[config.mk]
export PLATFORM = sky130hd
export DESIGN_NAME = exp_align
export DESIGN_NICKNAME = d
export VERILOG_FILES = /design/src/rtl/exp_align.sv
export SDC_FILE = /design/constraint.sdc
export NUM_CORES = 1
export LEC_CHECK = 0
export ABC_AREA = 1
export CORE_ASPECT_RATIO = 0.9
export CORE_MARGIN = 1
export CORE_UTILIZATION = 58
export DETAILED_ROUTE_END_ITERATION = 16
export DONT_BUFFER_PORTS = 1
export GPL_TIMING_DRIVEN = 0
export PLACE_DENSITY = 0.76
export SLEW_MARGIN = 10
export SYNTH_ARGS = -nofsm -noshare
export SYNTH_HDL_FRONTEND = slang
export SYNTH_SLANG_ARGS = --single-unit
[constraint.sdc]
create_clock -name clk -period 1.6 [get_ports clk]
set_clock_uncertainty 0.2 [all_clocks]
set_input_delay 0.16 -clock clk [delete_from_list [all_inputs] [get_ports clk]]
set_output_delay 0.16 -clock clk [all_outputs]
set_load 0.03 [all_outputs]
[src/rtl/exp_align.sv]
// ---------------------------------------------------------------------------
// exp_align -- exponent alignment front end for a floating-point adder.
//
// Two-stage valid/ready pipeline:
//   S1 compares the exponents, chooses the big/small operand and forms the
//      exponent difference.
//   S2 right-shifts the small mantissa by that difference. It also produces
//      the guard bit and the sticky bit that are needed later for rounding.
//
// Ports:
//   clk, rst_n           clock, asynchronous active-low reset
//   in_valid / in_ready  input handshake for the operand pair
//   exp_a, exp_b         biased unsigned exponents (EW bits)
//   mant_a, mant_b       mantissas including the hidden one (MW bits)
//   out_valid/out_ready  output handshake for the aligned result
//   exp_max              larger exponent
//   mant_big             mantissa of the larger-exponent operand, unshifted
//   mant_small           other mantissa shifted right by the exponent difference
//   guard, sticky        first bit shifted out / OR of all bits below it
//   swapped              1 when operand B has the strictly larger exponent
// ---------------------------------------------------------------------------
module exp_align #(
    parameter int MW = 12,
    parameter int EW = 8
) (
    input  logic          clk,
    input  logic          rst_n,
    input  logic          in_valid,
    output logic          in_ready,
    input  logic [EW-1:0] exp_a,
    input  logic [EW-1:0] exp_b,
    input  logic [MW-1:0] mant_a,
    input  logic [MW-1:0] mant_b,
    output logic          out_valid,
    input  logic          out_ready,
    output logic [EW-1:0] exp_max,
    output logic [MW-1:0] mant_big,
    output logic [MW-1:0] mant_small,
    output logic          guard,
    output logic          sticky,
    output logic          swapped
);

    // Shift {m,0} right by d and return {mant_small, guard, sticky}.
    // A distance of MW+1 or more moves every bit past bit 0, so the result
    // saturates to zero with sticky = |m. Because of this, large
    // differences never wrap the shifter.
    function automatic logic [MW+1:0] align_shift(input logic [MW-1:0] m,
                                                   input logic [EW-1:0] d);
        logic [MW:0] ext;
        logic [MW:0] shifted;
        logic [MW:0] ones;
        logic        stk;
        ext  = {m, 1'b0};
        ones = '1;
        if (int'(d) > MW) begin
            shifted = '0;
            stk     = |m;
        end else begin
            shifted = ext >> d;
            stk     = |(ext & ~(ones << d));
        end
        return {shifted[MW:1], shifted[0], stk};
    endfunction

    logic          vld_p1_q, vld_p1_d;
    logic [EW-1:0] exp_max_p1_q, exp_max_p1_d;
    logic [EW-1:0] diff_p1_q, diff_p1_d;
    logic [MW-1:0] mant_big_p1_q, mant_big_p1_d;
    logic [MW-1:0] mant_min_p1_q, mant_min_p1_d;
    logic          swapped_p1_q, swapped_p1_d;

    logic          vld_p2_q, vld_p2_d;
    logic [EW-1:0] exp_max_q, exp_max_d;
    logic [MW-1:0] mant_big_q, mant_big_d;
    logic [MW-1:0] mant_small_q, mant_small_d;
    logic          guard_q, guard_d;
    logic          sticky_q, sticky_d;
    logic          swapped_q, swapped_d;

    logic adv_p1, adv_p2, swap_c;

    assign adv_p2   = !vld_p2_q || out_ready;
    assign adv_p1   = !vld_p1_q || adv_p2;
    assign in_ready = adv_p1;
    // Equal exponents keep operand A as the big one.
    assign swap_c   = (exp_b > exp_a);

    always_comb begin
        vld_p1_d      = vld_p1_q;
        exp_max_p1_d  = exp_max_p1_q;
        diff_p1_d     = diff_p1_q;
        mant_big_p1_d = mant_big_p1_q;
        mant_min_p1_d = mant_min_p1_q;
        swapped_p1_d  = swapped_p1_q;
        vld_p2_d      = vld_p2_q;
        exp_max_d     = exp_max_q;
        mant_big_d    = mant_big_q;
        mant_small_d  = mant_small_q;
        guard_d       = guard_q;
        sticky_d      = sticky_q;
        swapped_d     = swapped_q;

        // ---- S1: compare / swap / difference ----
        if (adv_p1) begin
            vld_p1_d = in_valid;
            if (in_valid) begin
                swapped_p1_d  = swap_c;
                exp_max_p1_d  = swap_c ? exp_b : exp_a;
                diff_p1_d     = swap_c ? (exp_b - exp_a) : (exp_a - exp_b);
                mant_big_p1_d = swap_c ? mant_b : mant_a;
                mant_min_p1_d = swap_c ? mant_a : mant_b;
            end
        end

        // ---- S2: shift, guard, sticky (output registers) ----
        if (adv_p2) begin
            vld_p2_d = vld_p1_q;
            if (vld_p1_q) begin
                exp_max_d  = exp_max_p1_q;
                mant_big_d = mant_big_p1_q;
                swapped_d  = swapped_p1_q;
                {mant_small_d, guard_d, sticky_d} = align_shift(mant_min_p1_q, diff_p1_q);
            end
        end
    end

    always_ff @(posedge clk or negedge rst_n) begin
        if (!rst_n) begin
            vld_p1_q      <= 1'b0;
            exp_max_p1_q  <= '0;
            diff_p1_q     <= '0;
            mant_big_p1_q <= '0;
            mant_min_p1_q <= '0;
            swapped_p1_q  <= 1'b0;
            vld_p2_q      <= 1'b0;
            exp_max_q     <= '0;
            mant_big_q    <= '0;
            mant_small_q  <= '0;
            guard_q       <= 1'b0;
            sticky_q      <= 1'b0;
            swapped_q     <= 1'b0;
        end else begin
            vld_p1_q      <= vld_p1_d;
            exp_max_p1_q  <= exp_max_p1_d;
            diff_p1_q     <= diff_p1_d;
            mant_big_p1_q <= mant_big_p1_d;
            mant_min_p1_q <= mant_min_p1_d;
            swapped_p1_q  <= swapped_p1_d;
            vld_p2_q      <= vld_p2_d;
            exp_max_q     <= exp_max_d;
            mant_big_q    <= mant_big_d;
            mant_small_q  <= mant_small_d;
            guard_q       <= guard_d;
            sticky_q      <= sticky_d;
            swapped_q     <= swapped_d;
        end
    end

    assign out_valid  = vld_p2_q;
    assign exp_max    = exp_max_q;
    assign mant_big   = mant_big_q;
    assign mant_small = mant_small_q;
    assign guard      = guard_q;
    assign sticky     = sticky_q;
    assign swapped    = swapped_q;

endmodule

==> results.tsv, run 1 <==
metric	value	unit
final_util	85.7	%
placed_area	0.00506	mm^2
synth_area_leaders	dfrtp_1, nand2_1, a21oi_1	
cpLargestDelayFamily	flip-flops	
swShare	45.3	%
power_density	1170	mW/mm^2
required	1.65	ns
grt_pass1_wl	23.2	mm
postRouteAntennaNets	0	
grt_max_degree	79	
syn_avg_cell_area	6.99	um^2
drt_iter0_drc	704	
finalNonFillerCells	890	
gp_congestion	0.919	
grtUsageTotal	34.5	%
die_y	89.1	um
numCtsBuffers	9	
maxCapViolCount	0	
synth-xor-area-share	1.08	%
drv_slew	0	
cts_tree	yes	
diodes	0	
setup_viol	74	
synthDominantCellAreaShare	39.9	%
synth_warnings	0	
worstMarginPinSlew	0.448	ns
cp_max_fo	10	
synth_cells	699	
ys_seq_area_share	39.9	%
clock.fmax	0.568	GHz
fill_cells	423	
vias	5448	
hold_class	in -> async	
intPower	4.45	mW
antenna_found_initial	0	
synth-compound-area-share	11.7	%
setup_slack	-0.160	ns
seq_power_share	41.4	%
cts_sinks	78	
dpl.hpwl	9.39	mm
ios	81	
synth_area	0.00489	mm^2
synth_top_family_by_area	simple AND/OR/NAND/NOR gates	
dieArea	0.00880	mm^2
placementRows	31	
grt-ovfl-total	0	
pwr-share-comb	38.3	%
htree_levels	3	
path_clk_slew	0.10	ns
leakagePower	3.39	nW
violations	hold timing, setup timing	
p_switching	3.69	mW
wl_per_cell	19.7	um
worst_setup_path_end_kind	flop	
dieWidth	98.7	um
wl	17.5	mm
vias_per_cell	6.12	
period_needed	1.76	ns
crit_chain	nand3_4 -> nand2_8 -> buf_8 -> a21oi_1 -> a21oi_2	
worst-setup-path-type	reg -> reg	
finalSetupTns	-5.88	ns
nets	847	
clockPowerShare	20.2	%
holdWs	-0.740	ns
path_buf_inv	1	
clockBufferDepth	2	
ys_ff_latch	78	
period_share	110	%
drt_first_pass_iters	6	
muxShareOfSynthArea	0	%
vdd_ir_drop_max	0.871	mV
dpl.cell_count	798	
core-area	0.00811	mm^2
rsz0062_at_grt	true	
yosys.area_share.simple	33.9	%
drc_errors	0	
finalHoldViolations	78	
cts-root-buf	clkbuf_8	
synth_top_cell_by_area	dfrtp_1	
crit_arrival	1.81	ns
syn_to_final_growth	42.2	%
syn-num-nets	760	
io_buffers	0	
yosysUniqueCellTypes	30	
clock_latency	0.38	ns
postLayoutCellArea	0.00695	mm^2
status	complete, but fails checks	
start_kind	flop	
cpPeakStageDelay	0.53	ns
drive_above_1_share	29.5	%
max-slew-margin-rel	70.1	%
cp_slowest_cell	dfrtp_2	
cts.hold.buffers_added	45	
synthAdderAreaFrac	4.66	%
initial_core_util	60.3	%
grt_pass1_vias	4685	
cell families after synthesis:
kind of cell | after synthesis
compound gates | 101
xor+xnor | 6
fa+ha+maj | 17
buf+inv | 101
flops | 78
simple gates | 396
layer usage:
| layer | share of wire (%) | GRT usage (%) | up-vias |
|---|---|---|---|
| li1 | - | - | 2386 |
| met1 | 39 | 47.5 | 2558 |
| met2 | 46 | 56.4 | 399 |
| met3 | 11 | 5.32 | 105 |
| met4 | 4.5 | 11.3 | 0 |
| met5 | 0 | 0 | - |
flip-flops by register name (all words and copies together) (netlist names), 8 cells and up:
register and count:
diff_p1_q 8, mant_min_p1_q 12, exp_max 8, mant_small 12, mant_big 12, exp_max_p1_q 8, mant_big_p1_q 12
cell type report:
cell class / count / area [um^2] / area share, %
clock inverter: 7 / 86.3 / 1.24
clock buffer: 9 / 124 / 1.78
timing repair buffer: 79 / 833 / 12.0
inverter: 67 / 289 / 4.16
tap: 99 / 124 / 1.78
multi-input combinational: 520 / 3190 / 45.9
buffer: 31 / 349 / 5.03
sequential: 78 / 1950 / 28.1
final timing paths:
path	cells after the start	slack, ns	end	from
worst max-delay path	5	-0.16	mant_big_p1_q[9]	out_valid
max in group asynchronous	0	1.80	mant_min_p1_q[8]	rst_n
worst max register to register	5	-0.16	mant_big_p1_q[9]	out_valid
worst min-delay path	0	-0.74	exp_max_p1_q[2]	rst_n
worst min register to register	2	0.35	exp_max[2]	exp_max_p1_q[2]
min in group clk	5	0.14	exp_max[2]	out_ready
synth_stat cells (all sizes together):
master  number
clkbuf      17
buf         17
nor4         1
fa           2
o21ai       15
nand3       45
dfrtp       78
o31ai        1
nand2      284
clkinv       3
nand4        7
xnor2        2
xor2         4
inv         64
o211ai       8
and3         1
a21oi       77
ha          15
or2          1
nor2        57
stage by stage:
stage          setup slack [ns]  power (mW)
6_report                 -0.160        8.14
4_1_cts                  -0.103        7.35
5_1_grt                  -0.257        8.50
2_1_floorplan            -0.251        4.71
3_3_place_gp             -0.577        5.18
3_5_place_dp             -0.597        5.24
power by group through the flow:
stage / Sequential [mW] / Clock (mW) / Combinational, mW
after floorplan: 3.15 / 0 / 1.57
after global placement: 3.26 / 0 / 1.92
after detailed placement: 3.27 / 0 / 1.97
after CTS: 3.26 / 1.62 / 2.46
after global routing: 3.42 / 1.74 / 3.35
final: 3.38 / 1.65 / 3.12
cells in the final DEF (no fill, tap or decap), drive strengths merged:
cell type,count
a21oi,77
dfrtp,78
nor4,1
inv,70
xnor2,2
or2,1
bufinv,1
nand4,7
and3,1
xor2,4
clkbuf,17
o21ai,15
ha,15
nand3,45
nor2,57
nand2,284
fa,2
buf,57
dlygate4sd3,45
clkinvlp,1
o31ai,1
o211ai,8
clkinv,2
repair_timing:
item / CTS / global route
setup buffers: 21 / 7
hold endpoints to repair: 115 / 78
cloned: 5 / 3
gates resized for setup: 100 / 169
pin swaps: 16 / 30
endpoints found under the setup margin: 77 / 77
Power figures use the tool's default switching activity.
==> inputs of run 2 (changes only) <==
--- a/config.mk
+++ b/config.mk
@@ -5,7 +5,6 @@
 export SDC_FILE = /design/constraint.sdc
 export NUM_CORES = 1
 export LEC_CHECK = 0
-export ABC_AREA = 1
 export CORE_ASPECT_RATIO = 0.9
 export CORE_MARGIN = 1
 export CORE_UTILIZATION = 58
==> run 2 against run 1 <==
Net effect:
- the flow still finishes with violations (hold timing, setup timing)
- global-route usage up 2.3 points
- wire length is 6.3% higher
- critical endpoint is now diff_p1_q[2]
- fmax fell by 24%
- largest power group unchanged
- sequential share of layout area increased by 0.71 points
- largest cell class unchanged
- register-to-register slack worse by 0.51 ns
- synthesized area decreased by 6.6%
==> results.tsv, run 2 <==
metric	value	unit
path_clk_slew	0.09	ns
worst-setup-path-type	in -> reg	
power_density	1120	mW/mm^2
initial_core_util	60.2	%
crit_arrival	2.34	ns
drt_first_pass_iters	6	
maxCapViolCount	0	
grt_pass1_wl	22.8	mm
status	complete, but fails checks	
cts.hold.buffers_added	43	
clock.fmax	0.431	GHz
leakagePower	3.06	nW
synth_cells	477	
ios	81	
core-area	0.00758	mm^2
finalSetupTns	-30.08	ns
dpl.hpwl	8.33	mm
hold_class	in -> async	
period_share	145	%
dpl_worst_slack	-0.974	ns
violations	hold timing, setup timing	
cp_max_fo	8	
final_common_cell	dfrtp_1	
rsz0062_at_grt	true	
syn_to_final_growth	48.4	%
start_kind	input port	
placementRows	30	
synth_flop_cell	dfrtp_1	
worst_setup_path_end_kind	flop	
synthDominantCellAreaShare	42.8	%
mostFrequentLayoutCells	dfrtp_1, dlygate4sd3_1, nand2_1	
wl	18.6	mm
postRouteAntennaNets	0	
power	7.55	mW
io_buffers	0	
nets	638	
synth_warnings	0	
wl_per_cell	27.5	um
setup_slack	-0.719	ns
finalNonFillerCells	678	
drive_above_1_share	39.2	%
period_needed	2.32	ns
syn_avg_cell_area	9.56	um^2
required	1.62	ns
synth_edf_count	0	
fill_cells	279	
synth_top_cell_by_area	dfrtp_1	
synth_area	0.00456	mm^2
cts-root-buf	clkbuf_8	
max-slew-margin-rel	62.2	%
clockBufferDepth	2	
dieWidth	95.5	um
ys_seq_area_share	42.8	%
synthTopCellsByCount	dfrtp_1, nand2_1, o21ai_0	
syn-num-nets	538	
async_flop_share	100	%
grtUsageTotal	36.8	%
numCtsBuffers	9	
dieArea	0.00822	mm^2
cts_sinks	78	
vias_per_cell	7.16	
clock_latency	0.35	ns
antenna_found_initial	0	
worstMarginPinSlew	0.567	ns
ys_ff_latch	78	
gp_congestion	0.907	
finalHoldViolations	78	
synth_area_leaders	dfrtp_1, mux2i_1, mux2_2	
diodes	0	
grt_pass1_vias	4435	
grt_max_degree	79	
setup_viol	76	
holdWs	-0.714	ns
drc_errors	0	
dpl.cell_count	573	
drt_iter0_drc	608	
synth_most_common_cell	dfrtp_1	
vias	4857	
die_y	86.1	um
yosysUniqueCellTypes	59	
drv_slew	0	
cts_tree	yes	
htree_levels	3	
vdd_ir_drop_max	0.703	mV
grt-ovfl-total	0	
run 2: cell types whose count changed after synthesis, sizes merged, moves of 12 or more:
cell   before  now
a21oi      77   23
inv        64   23
mux2        0   25
mux2i       0   36
nand2     284   62
nand3      45    5
nor2       57   30
nor3        0   12
o21ai      15   52
run 2: cell families (layout without fill, tap and decap cells):
family,Yosys count,in the layout,synth area share [%]
AND/OR/NAND/NOR,139,139,14.2
AO/OA/AOI/OAI,124,124,17.6
flip-flops,78,78,42.8
multiplexers,62,62,14.6
buffers and inverters,54,159,5.24
adder cells (fa/ha/maj),17,17,4.99
XOR/XNOR,3,3,0.576
run 2: power breakdown:
part	total, mW	internal, mW	switching (mW)
combinational	2.87	1.37	1.49
clock	1.62	0.777	0.839
sequential	3.07	2.33	0.741
run 2: per-layer routing:
metal | routed length [um] | share of wire (%) | vias up | GRT usage, %
met5 | 0 | 0 | - | 0
met4 | 1610 | 8.6 | 0 | 15.9
met3 | 1780 | 9.6 | 173 | 6.21
met2 | 8830 | 47 | 444 | 62.9
met1 | 6410 | 34 | 2338 | 45.5
li1 | - | - | 1902 | -
run 2: worst paths after layout:
check | slack, ns | startpoint | depth (start not counted) | to
max | -0.72 | exp_a[5] | 10 | diff_p1_q[2]
min | -0.71 | rst_n | 0 | mant_big[10]
max reg2reg | -0.67 | out_valid | 7 | diff_p1_q[3]
min reg2reg | 0.30 | mant_big_p1_q[4] | 2 | mant_big_p1_q[4]
max in group asynchronous | 1.75 | rst_n | 0 | out_valid
min in group clk | 0.04 | exp_b[1] | 4 | diff_p1_q[1]
run 2: layout make-up:
cell class	count	area [um^2]	area share, %
Multi-Input combinational cell	345	3000	44.3
Sequential cell	78	1950	28.8
Timing Repair Buffer	92	1030	15.2
Inverter	23	103	1.52
Clock buffer	10	138	2.03
Tap cell	96	120	1.77
Clock inverter	6	68.8	1.02
Buffer	28	358	5.29
run 2: worst max-delay path, stage by stage:
cell and delay [ns]:
inv_1 0.02, ha_1 0.48, nand2_1 0.20, a211o_1 0.40, a21o_1 0.22, buf_6 0.16
buf_6 0.14, mux2i_4 0.19, xnor2_2 0.23, o21ai_1 0.14
run 2: repair_timing:
| item | 4_1_cts | 5_1_grt |
|---|---|---|
| pin swaps | 28 | 33 |
| gates resized for setup | 134 | 100 |
| gates cloned | 4 | 4 |
| hold endpoints to repair | 115 | 78 |
| endpoints found under the setup margin | 69 | 77 |
| setup buffers | 30 | 11 |
run 2: metrics by stage:
stage	cell area, um^2	utilization, %
after floorplan	4740	-
after global placement	4860	64.0
after detailed placement	4860	64.0
after CTS	6250	82.4
after global routing	6770	89.3
final	6770	89.3
==> inputs of run 3 (changes only) <==
--- a/config.mk
+++ b/config.mk
@@ -7,11 +7,11 @@
 export LEC_CHECK = 0
 export CORE_ASPECT_RATIO = 0.9
 export CORE_MARGIN = 1
-export CORE_UTILIZATION = 58
+export CORE_UTILIZATION = 45
+export CTS_BUF_LIST = sky130_fd_sc_hd__clkbuf_8 sky130_fd_sc_hd__clkbuf_16
 export DETAILED_ROUTE_END_ITERATION = 16
 export DONT_BUFFER_PORTS = 1
 export GPL_TIMING_DRIVEN = 0
-export PLACE_DENSITY = 0.76
 export SLEW_MARGIN = 10
 export SYNTH_ARGS = -nofsm -noshare
 export SYNTH_HDL_FRONTEND = slang
==> run 3 against run 2 <==
Net effect:
- the run still ends with hold timing, setup timing left
- clock power decreased by 6%
- final area fell by 0.37%
- largest cell class unchanged
- critical endpoint is now diff_p1_q[6]
- first-iteration DRC count decreased by 67%
- sequential cell count is the same
==> results.tsv, run 3 (synthesized netlist as in run 2, its figures left out) <==
metric	value	unit
fill_cells	725	
placed_area	0.00489	mm^2
core-area	0.00974	mm^2
vias_per_cell	5.75	
path_clk_slew	0.09	ns
cts-root-buf	clkbuf_8	
reg2reg_depth	6	
wl	14.5	mm
period_needed	2.18	ns
clockBufferDepth	2	
seq_power_share	42.0	%
htree_levels	3	
dieWidth	108	um
clock.fmax	0.459	GHz
pwr-share-comb	36.7	%
cts.hold.buffers_added	45	
worst-setup-path-type	reg -> reg	
swShare	38.5	%
reg2reg_to	diff_p1_q[6]	
vdd_ir_drop_max	0.716	mV
clockPowerShare	21.3	%
violations	hold timing, setup timing	
power_density	1060	mW/mm^2
grt_pass1_wl	22.7	mm
hold_class	in -> async	
p_switching	2.76	mW
cp_max_fo	4	
postLayoutCellArea	0.00675	mm^2
postRouteAntennaNets	0	
drv_slew	0	
max-slew-margin-rel	64.3	%
intPower	4.42	mW
dpl.hpwl	8.69	mm
grt-ovfl-total	0	
crit_arrival	2.22	ns
vias	4116	
drc_errors	0	
status	complete, but fails checks	
io_buffers	0	
grt_pass1_vias	4263	
rsz0062_at_grt	true	
grt_max_degree	79	
start_kind	flop	
setup_slack	-0.581	ns
timing.rr.start	out_valid	
diodes	0	
numCtsBuffers	9	
final_common_cell	dfrtp_1	
wl_per_cell	20.3	um
ios	81	
leakagePower	3.03	nW
worst_setup_path_end_kind	flop	
maxCapViolCount	0	
holdWs	-0.723	ns
cts_sinks	78	
die_y	97.5	um
antenna_found_initial	0	
drive_above_1_share	38.1	%
rrSetupSlack	-0.58	ns
drt_first_pass_iters	5	
nets	646	
cts_tree	yes	
dpl_worst_slack	-1.02	ns
worstMarginPinSlew	0.534	ns
setup_viol	77	
clock_latency	0.37	ns
syn_to_final_growth	47.9	%
mostFrequentLayoutCells	dfrtp_1, dlygate4sd3_1, o21ai_1	
gp_congestion	0.895	
finalHoldViolations	79	
placementRows	34	
dieArea	0.0105	mm^2
required	1.64	ns
initial_core_util	46.8	%
grtUsageTotal	28.3	%
drt_iter0_drc	202	
period_share	136	%
## run 3: cell count changes in the layout (fill, tap and decap cells not counted), moves of 4 or more
cell,before,now
buf_12,7,3
buf_4,24,29
buf_6,17,22
clkbuf_16,7,11
clkbuf_4,5,1
mux2_2,7,11
mux2_4,18,14
mux2i_4,6,2
nand2_1,34,30
nand2_2,14,25
nand2_4,14,7
o21ai_1,24,32
o21ai_2,20,13
## run 3: worst max-delay path by stage
| stage | from | endpoint | cells after the start |
|---|---|---|---|
| 6_report | out_valid | diff_p1_q[6] | 6 |
| 5_1_grt | out_valid | diff_p1_q[6] | 6 |
| 4_1_cts | out_valid | diff_p1_q[6] | 5 |
| 3_5_place_dp | exp_b[0] | mant_min_p1_q[4] | 9 |
| 3_3_place_gp | exp_b[0] | mant_min_p1_q[7] | 9 |
| 2_1_floorplan | exp_b[0] | diff_p1_q[6] | 9 |
## run 3: layout make-up
cell class | instances | area, um^2 | share of cell area, %
buffer | 28 | 418 | 6.20
clock buffer | 9 | 124 | 1.84
clock inverter | 7 | 67.6 | 1.00
inverter | 23 | 106 | 1.58
multi-input combinational | 345 | 2870 | 42.6
sequential | 78 | 1960 | 29.0
tap | 126 | 158 | 2.34
timing repair buffer | 100 | 1040 | 15.5
## run 3: power groups by stage
stage / clock, mW / combinational [mW] / sequential, mW
after global placement: 0 / 1.59 / 3.01
after floorplan: 0 / 1.29 / 2.91
after global routing: 1.63 / 2.82 / 3.06
after detailed placement: 0 / 1.62 / 3.02
after CTS: 1.55 / 2.43 / 2.99
final: 1.53 / 2.64 / 3.01
## run 3: critical path, cell delays in order, from the launching register on
cell      delay, ns
dfrtp_2        0.48
nand3b_1       0.43
and2_4         0.33
nand2_1        0.10
a211oi_2       0.05
o22ai_1        0.14
or3b_1         0.35
## run 3: through the flow
| stage | util (%) | total power, mW | std cells | setup TNS, ns |
|---|---|---|---|---|
| 2_1_floorplan | - | 4.20 | 477 | -29.04 |
| 6_report | 69.2 | 7.18 | 716 | -23.97 |
| 3_5_place_dp | 50.2 | 4.63 | 603 | -42.57 |
| 4_1_cts | 67.0 | 6.97 | 708 | -21.97 |
| 5_1_grt | 69.2 | 7.50 | 716 | -27.03 |
| 3_3_place_gp | 50.2 | 4.60 | 603 | -41.57 |
## run 3: timing repair
item                                   4_1_cts  5_1_grt
setup endpoints to repair                   70       77
gates cloned                                 9        1
endpoints found under the hold margin      115       79
resized for setup                          162       64
buffers inserted                            37       13
pin swaps                                   44       32
## run 3: per-layer routing
| layer | GRT usage, % | vias up | share of wire [%] |
|---|---|---|---|
| met5 | 0 | - | 0 |
| met4 | 11.2 | 0 | 2.7 |
| met3 | 5.77 | 30 | 4.8 |
| met2 | 46.3 | 123 | 50 |
| met1 | 36.4 | 2051 | 43 |
| li1 | - | 1912 | - |
